==> src/rtl/mem_port_arbiter.sv <==
// mem_port_arbiter
// Shares one single-ported memory between the instruction-fetch port (I)
// and the data load/store port (D). Only one transaction is ever in flight.
// D wins contention unless I has lost STARVE_LIMIT times in a row. A
// watchdog ends any transaction the memory does not complete within
// TIMEOUT_CYCLES of entering ISSUE. Setting TIMEOUT_CYCLES to 0 disables it.
//
// Ports:
//   clk, rst                       clock, asynchronous active-high reset
//   i_req/i_addr -> i_gnt          fetch request and one-cycle capture pulse
//   i_rvalid/i_rdata               fetch completion pulse and data
//   d_req/d_addr/d_we/d_wdata/d_type -> d_gnt   data request and capture pulse
//   d_rvalid/d_rdata               load data or store completion pulse
//   mem_req/addr/we/wdata/type     held memory request
//   mem_gnt/mem_rvalid/mem_rdata   memory accept, completion, read data
//   err_timeout                    one-cycle pulse on watchdog expiry
//   busy                           a transaction is in ISSUE or WAIT
module mem_port_arbiter #(
  parameter int unsigned STARVE_LIMIT   = 4,
  parameter int unsigned TIMEOUT_CYCLES = 64
) (
  input  logic        clk,
  input  logic        rst,
  input  logic        i_req,
  input  logic [31:0] i_addr,
  output logic        i_gnt,
  output logic        i_rvalid,
  output logic [31:0] i_rdata,
  input  logic        d_req,
  input  logic [31:0] d_addr,
  input  logic        d_we,
  input  logic [31:0] d_wdata,
  input  logic [2:0]  d_type,
  output logic        d_gnt,
  output logic        d_rvalid,
  output logic [31:0] d_rdata,
  output logic        mem_req,
  output logic [31:0] mem_addr,
  output logic        mem_we,
  output logic [31:0] mem_wdata,
  output logic [2:0]  mem_type,
  input  logic        mem_gnt,
  input  logic        mem_rvalid,
  input  logic [31:0] mem_rdata,
  output logic        err_timeout,
  output logic        busy
);

  typedef enum logic [1:0] {IDLE, ISSUE, WAIT} state_t;

  localparam logic [7:0]  STARVE_MAX = 8'(STARVE_LIMIT);
  localparam bit          TMO_EN     = (TIMEOUT_CYCLES != 0);
  localparam logic [31:0] TMO_LAST   = TMO_EN ? 32'(TIMEOUT_CYCLES - 1) : 32'd0;

  state_t      state_reg, state_next;
  logic [7:0]  starve_cnt_reg;
  logic [31:0] tmo_cnt_reg;
  logic        owner_i_reg;
  logic [31:0] addr_reg, wdata_reg;
  logic        we_reg;
  logic [2:0]  type_reg;
  logic        i_rvalid_reg, d_rvalid_reg, err_reg;
  logic [31:0] i_rdata_reg, d_rdata_reg;

  logic capture, pick_i, complete, expire, active;

  // I wins only when alone or when it has been starved to the limit.
  assign pick_i   = i_req && (!d_req || (starve_cnt_reg == STARVE_MAX));
  assign capture  = (state_reg == IDLE) && (i_req || d_req);
  assign active   = (state_reg == ISSUE) || (state_reg == WAIT);
  // A zero-wait memory may accept and complete in the same ISSUE cycle.
  assign complete = ((state_reg == ISSUE) && mem_gnt && mem_rvalid) ||
                    ((state_reg == WAIT) && mem_rvalid);
  // Completion in the expiry cycle takes precedence over the watchdog.
  assign expire   = TMO_EN && active && (tmo_cnt_reg == TMO_LAST) && !complete;

  // State register
  always_ff @(posedge clk or posedge rst) begin
    if (rst) state_reg <= IDLE;
    else     state_reg <= state_next;
  end

  // Next-state logic
  always_comb begin
    state_next = state_reg;
    case (state_reg)
      IDLE:    if (capture) state_next = ISSUE;
      ISSUE: begin
        if (complete || expire) state_next = IDLE;
        else if (mem_gnt)       state_next = WAIT;
      end
      WAIT:    if (complete || expire) state_next = IDLE;
      default: state_next = IDLE;
    endcase
  end

  // Output logic. Grants are gated by rst so every output is low while
  // reset is asserted, even with a request already present.
  always_comb begin
    i_gnt   = !rst && capture && pick_i;
    d_gnt   = !rst && capture && !pick_i;
    mem_req = (state_reg == ISSUE);
    busy    = (state_reg != IDLE);
  end

  assign mem_addr    = addr_reg;
  assign mem_we      = we_reg;
  assign mem_wdata   = wdata_reg;
  assign mem_type    = type_reg;
  assign i_rvalid    = i_rvalid_reg;
  assign i_rdata     = i_rdata_reg;
  assign d_rvalid    = d_rvalid_reg;
  assign d_rdata     = d_rdata_reg;
  assign err_timeout = err_reg;

  // Capture, arbitration history and watchdog
  always_ff @(posedge clk or posedge rst) begin
    if (rst) begin
      starve_cnt_reg <= 8'd0;
      tmo_cnt_reg    <= 32'd0;
      owner_i_reg    <= 1'b0;
      addr_reg       <= 32'd0;
      wdata_reg      <= 32'd0;
      we_reg         <= 1'b0;
      type_reg       <= 3'd0;
    end else begin
      if (capture) begin
        owner_i_reg <= pick_i;
        tmo_cnt_reg <= 32'd0;
        if (pick_i) begin
          addr_reg       <= i_addr;
          wdata_reg      <= 32'd0;
          we_reg         <= 1'b0;
          type_reg       <= 3'b010;
          starve_cnt_reg <= 8'd0;
        end else begin
          addr_reg  <= d_addr;
          wdata_reg <= d_wdata;
          we_reg    <= d_we;
          type_reg  <= d_type;
          if (i_req && (starve_cnt_reg != STARVE_MAX))
            starve_cnt_reg <= starve_cnt_reg + 8'd1;
        end
      end else if (active) begin
        tmo_cnt_reg <= tmo_cnt_reg + 32'd1;
      end
    end
  end

  // Registered completion: rvalid follows the sampled mem_rvalid by a cycle.
  always_ff @(posedge clk or posedge rst) begin
    if (rst) begin
      i_rvalid_reg <= 1'b0;
      d_rvalid_reg <= 1'b0;
      err_reg      <= 1'b0;
      i_rdata_reg  <= 32'd0;
      d_rdata_reg  <= 32'd0;
    end else begin
      i_rvalid_reg <= (complete || expire) && owner_i_reg;
      d_rvalid_reg <= (complete || expire) && !owner_i_reg;
      err_reg      <= expire;
      if (complete) begin
        if (owner_i_reg) i_rdata_reg <= mem_rdata;
        else             d_rdata_reg <= mem_rdata;
      end else if (expire) begin
        if (owner_i_reg) i_rdata_reg <= 32'd0;
        else             d_rdata_reg <= 32'd0;
      end
    end
  end

endmodule

==> config.mk <==
export PLATFORM = sky130hd
export DESIGN_NAME = mem_port_arbiter
export DESIGN_NICKNAME = d
export VERILOG_FILES = /design/src/rtl/mem_port_arbiter.sv
export SDC_FILE = /design/constraint.sdc
export NUM_CORES = 1
export LEC_CHECK = 0
export BUFFER_PORTS_ARGS = -buffer_cell sky130_fd_sc_hd__buf_2
export CORE_AREA = 2 2 130 132
export CTS_BUF_LIST = sky130_fd_sc_hd__clkbuf_16
export CTS_CLUSTER_SIZE = 24
export DETAILED_ROUTE_END_ITERATION = 6
export DIE_AREA = 0 0 132 134
export GPL_TIMING_DRIVEN = 0
export HOLD_SLACK_MARGIN = 0.1
export PLACE_DENSITY_LB_ADDON = 0.3
export SYNTH_ARGS = -nofsm -noshare
export SYNTH_HDL_FRONTEND = slang
export SYNTH_SLANG_ARGS = --single-unit
export TNS_END_PERCENT = 100
==> constraint.sdc <==
create_clock -name clk -period 7 [get_ports clk]
set_clock_uncertainty 0.15 [all_clocks]
set_input_delay 0.7 -clock clk [delete_from_list [all_inputs] [get_ports clk]]
set_output_delay 0.7 -clock clk [all_outputs]
set_load 0.05 [all_outputs]
==> impl_metrics.ini <==
[run_status]
run_status = finished, final reports clean

[yosys]
synth_seq_cells = 178
syn_nets = 900
async_flop_share_pct = 100
post_synth_num_cell_types = 48
yosysSeqAreaShare_pct = 55.5
synth_edf_count = 0
synth_warnings = 0
avgSynthCellArea_um2 = 10.6
syn-cell-area_um2 = 8020
synthFlopType = dfrtp_1
synthCells = 756

[setup_path]
cp.arrival_ps = 2870
r2r-end = d_rdata[13]$_DFFE_PP0P_
worstSetupPathDepth = 7
rr_startpoint = state_reg[0]$_DFFE_PP0P_
crit_path_max_incr_delay_ps = 650
path_cells = inv_1 -> ha_1 -> o311a_1 -> buf_6 -> clkbuf_1 -> and2_1 -> buf_2
cp_slowest_cell = clkbuf_1
crit_start = state_reg[0]$_DFFE_PP0P_
crit_path_end = d_gnt
cp_top_family = buffers and inverters
path_buf_inv = 4
end_kind = output pin
start_kind = register
rr_worst_depth = 9
critical_path_class = reg2out
crit_required_ps = 6150
ff2ff_setup_slack_ps = 4360
critical_path.max_fanout = 10

[global_route]
grt.overflow.total = 0
first_global_vias = 6999
grt_max_degree = 100
grt_pass1_wl_mm = 36.1
grt.total_usage_pct = 25.6
grt_antenna_before_repair = 0

[clock_network]
h-tree-depth = 4
path_clk_slew_ps = 70
cts_buffers = 17
cts.sinks = 178
cts-root-buf = clkbuf_16
clk_latency_ps = 420
hold_buffers = 0
cts_tree = built
cts_resized = 0
post_cts_buffers = 0
clockBufferDepth = 2

[detailed_routing]
drc = 0
dr.pass1.iters = 7
vias_per_cell = 5.64
drt_wl_total_mm = 22.5
ant_nets = 0
drt_iter0_markers = 512
vias = 7249
wire_per_inst_um = 17.5

[timing]
fin_crit_sh_pct = 53.2
tns_ps = 0
fin_crit_ps = 3720
timing.slew.headroom_pct = 42.9
rsz0062_at_grt = false
finalSetupViolations = 0
hold_viol = 0
worst_pin_slew_ps = 857
slew_violations = 0
max_freq_ghz = 0.269
setup_ws_ps = 3280

[placed_design]
placed_cell_area_um2 = 9720
dp_hpwl_mm = 16.3
port_buffers = 276
place_ws_ps = 3760
place.gp.congestion = 0.859

[finish]
design_area_um2 = 10200
final_nets = 1196
area_delta_synth_final_pct = 27.5
nFillCells = 1404
antenna_cells = 0
drive_above_1_share_pct = 30.5
final_common_cell = buf_2
layout_common_cells = buf_2, dfrtp_1, nand2_1, o21ai_0, a22o_1
utilization_pct = 62.8

[floorplan]
ios = 277
die_y_um = 134
core-area_um2 = 16300
rows = 47
start_util_pct = 49.3
die_x_um = 132
die_area_um2 = 17700

[power_and_ir_drop]
power.leakage_nw = 5.22
pwr_density_cell_nw_per_um2 = 545
vdd_drop_max_mv = 0.314

[min_path]
hp-class = in2async

[job]
drv_cap = 0
-- metal layers --
metal	track usage [%]	vias up	wire [um]
li1	-	3390	-
met1	33.8	3535	9590
met2	41.3	285	10800
met3	6.16	39	1580
met4	9.42	0	528
met5	0	-	0
-- worst register-to-register path, delay by kind of cell, from the launching register on --
family	cells	cell delay (ps)
buffers and inverters	4	760
adder cells (fa/ha/maj)	1	390
AND/OR/NAND/NOR	3	690
flip-flops	1	390
AO/OA/AOI/OAI	1	140
-- how the worst min path moves through the flow --
stage,from,endpoint,slack (ps),depth (start not counted)
3_5_place_dp,mem_wdata[30]$_DFFE_PP0P_,mem_wdata[30]$_DFFE_PP0P_,330,1
4_1_cts,rst,mem_wdata[7]$_DFFE_PP0P_,270,2
2_1_floorplan,starve_cnt_reg[7]$_DFFE_PP0P_,starve_cnt_reg[7]$_DFFE_PP0P_,350,2
3_3_place_gp,mem_wdata[17]$_DFFE_PP0P_,mem_wdata[17]$_DFFE_PP0P_,330,1
6_report,rst,mem_type[0]$_DFFE_PP0P_,240,2
5_1_grt,rst,mem_wdata[9]$_DFFE_PP0P_,300,2
-- final cells by class --
type	instances	area (um^2)	area share, %
Inverter	15	63.8	0.624
Tap cell	220	275	2.69
Buffer	57	283	2.76
Multi-Input combinational cell	506	3230	31.6
Timing Repair Buffer	277	1410	13.8
Clock buffer	17	425	4.16
Sequential cell	178	4450	43.5
Clock inverter	15	92.6	0.905
-- power breakdown --
group          total (mW)  internal, mW  switching [mW]
Sequential           1.70          1.43           0.270
Combinational        3.03         0.837            2.19
Clock               0.855         0.450           0.406
Total                5.58          2.71            2.87
-- cells in the mapped netlist, types with 3 or more instances --
cell	count	area, um^2
dfrtp_1	178	4450
nand2_1	87	327
o21ai_0	72	360
a22o_1	69	604
a22oi_1	62	465
clkbuf_1	36	135
a21o_1	34	255
nor2_1	23	86.3
a21oi_1	14	70.1
inv_1	14	52.6
nand3_1	14	70.1
and3_1	13	81.3
nor4_1	13	81.3
nand4_1	10	62.6
mux2i_1	9	90.1
nand2b_1	8	50.1
or3_1	7	43.8
xor2_1	7	61.3
and2_1	6	37.5
buf_4	6	45.0
ha_1	6	75.1
xnor2_1	6	52.6
and4_1	5	43.8
buf_2	5	25.0
buf_6	5	56.3
o31ai_1	5	37.5
or4_1	5	37.5
nor3_1	4	20.0
buf_1	3	11.3
nor2b_1	3	18.8
nor3b_1	3	22.5
-- kinds of logic after synthesis --
group,share of synthesized area [%]
and+or+nand+nor,12.7
buffers and inverters,4.23
AOI/OAI and AO/OA,24.0
xor gates and xnor gates,1.42
muxes,1.26
DFF,55.5
adders and majority gates,0.936
-- stage by stage --
step                hold WS [ps]  power, mW  cells
CTS                          270       5.60   1285
floorplan                    347       3.97    756
finish                       243       5.58   1285
global route                 300       5.87   1285
detailed placement           326       4.74   1253
global placement             329       4.69   1252
Note: power is estimated with default switching activity, not from simulation.
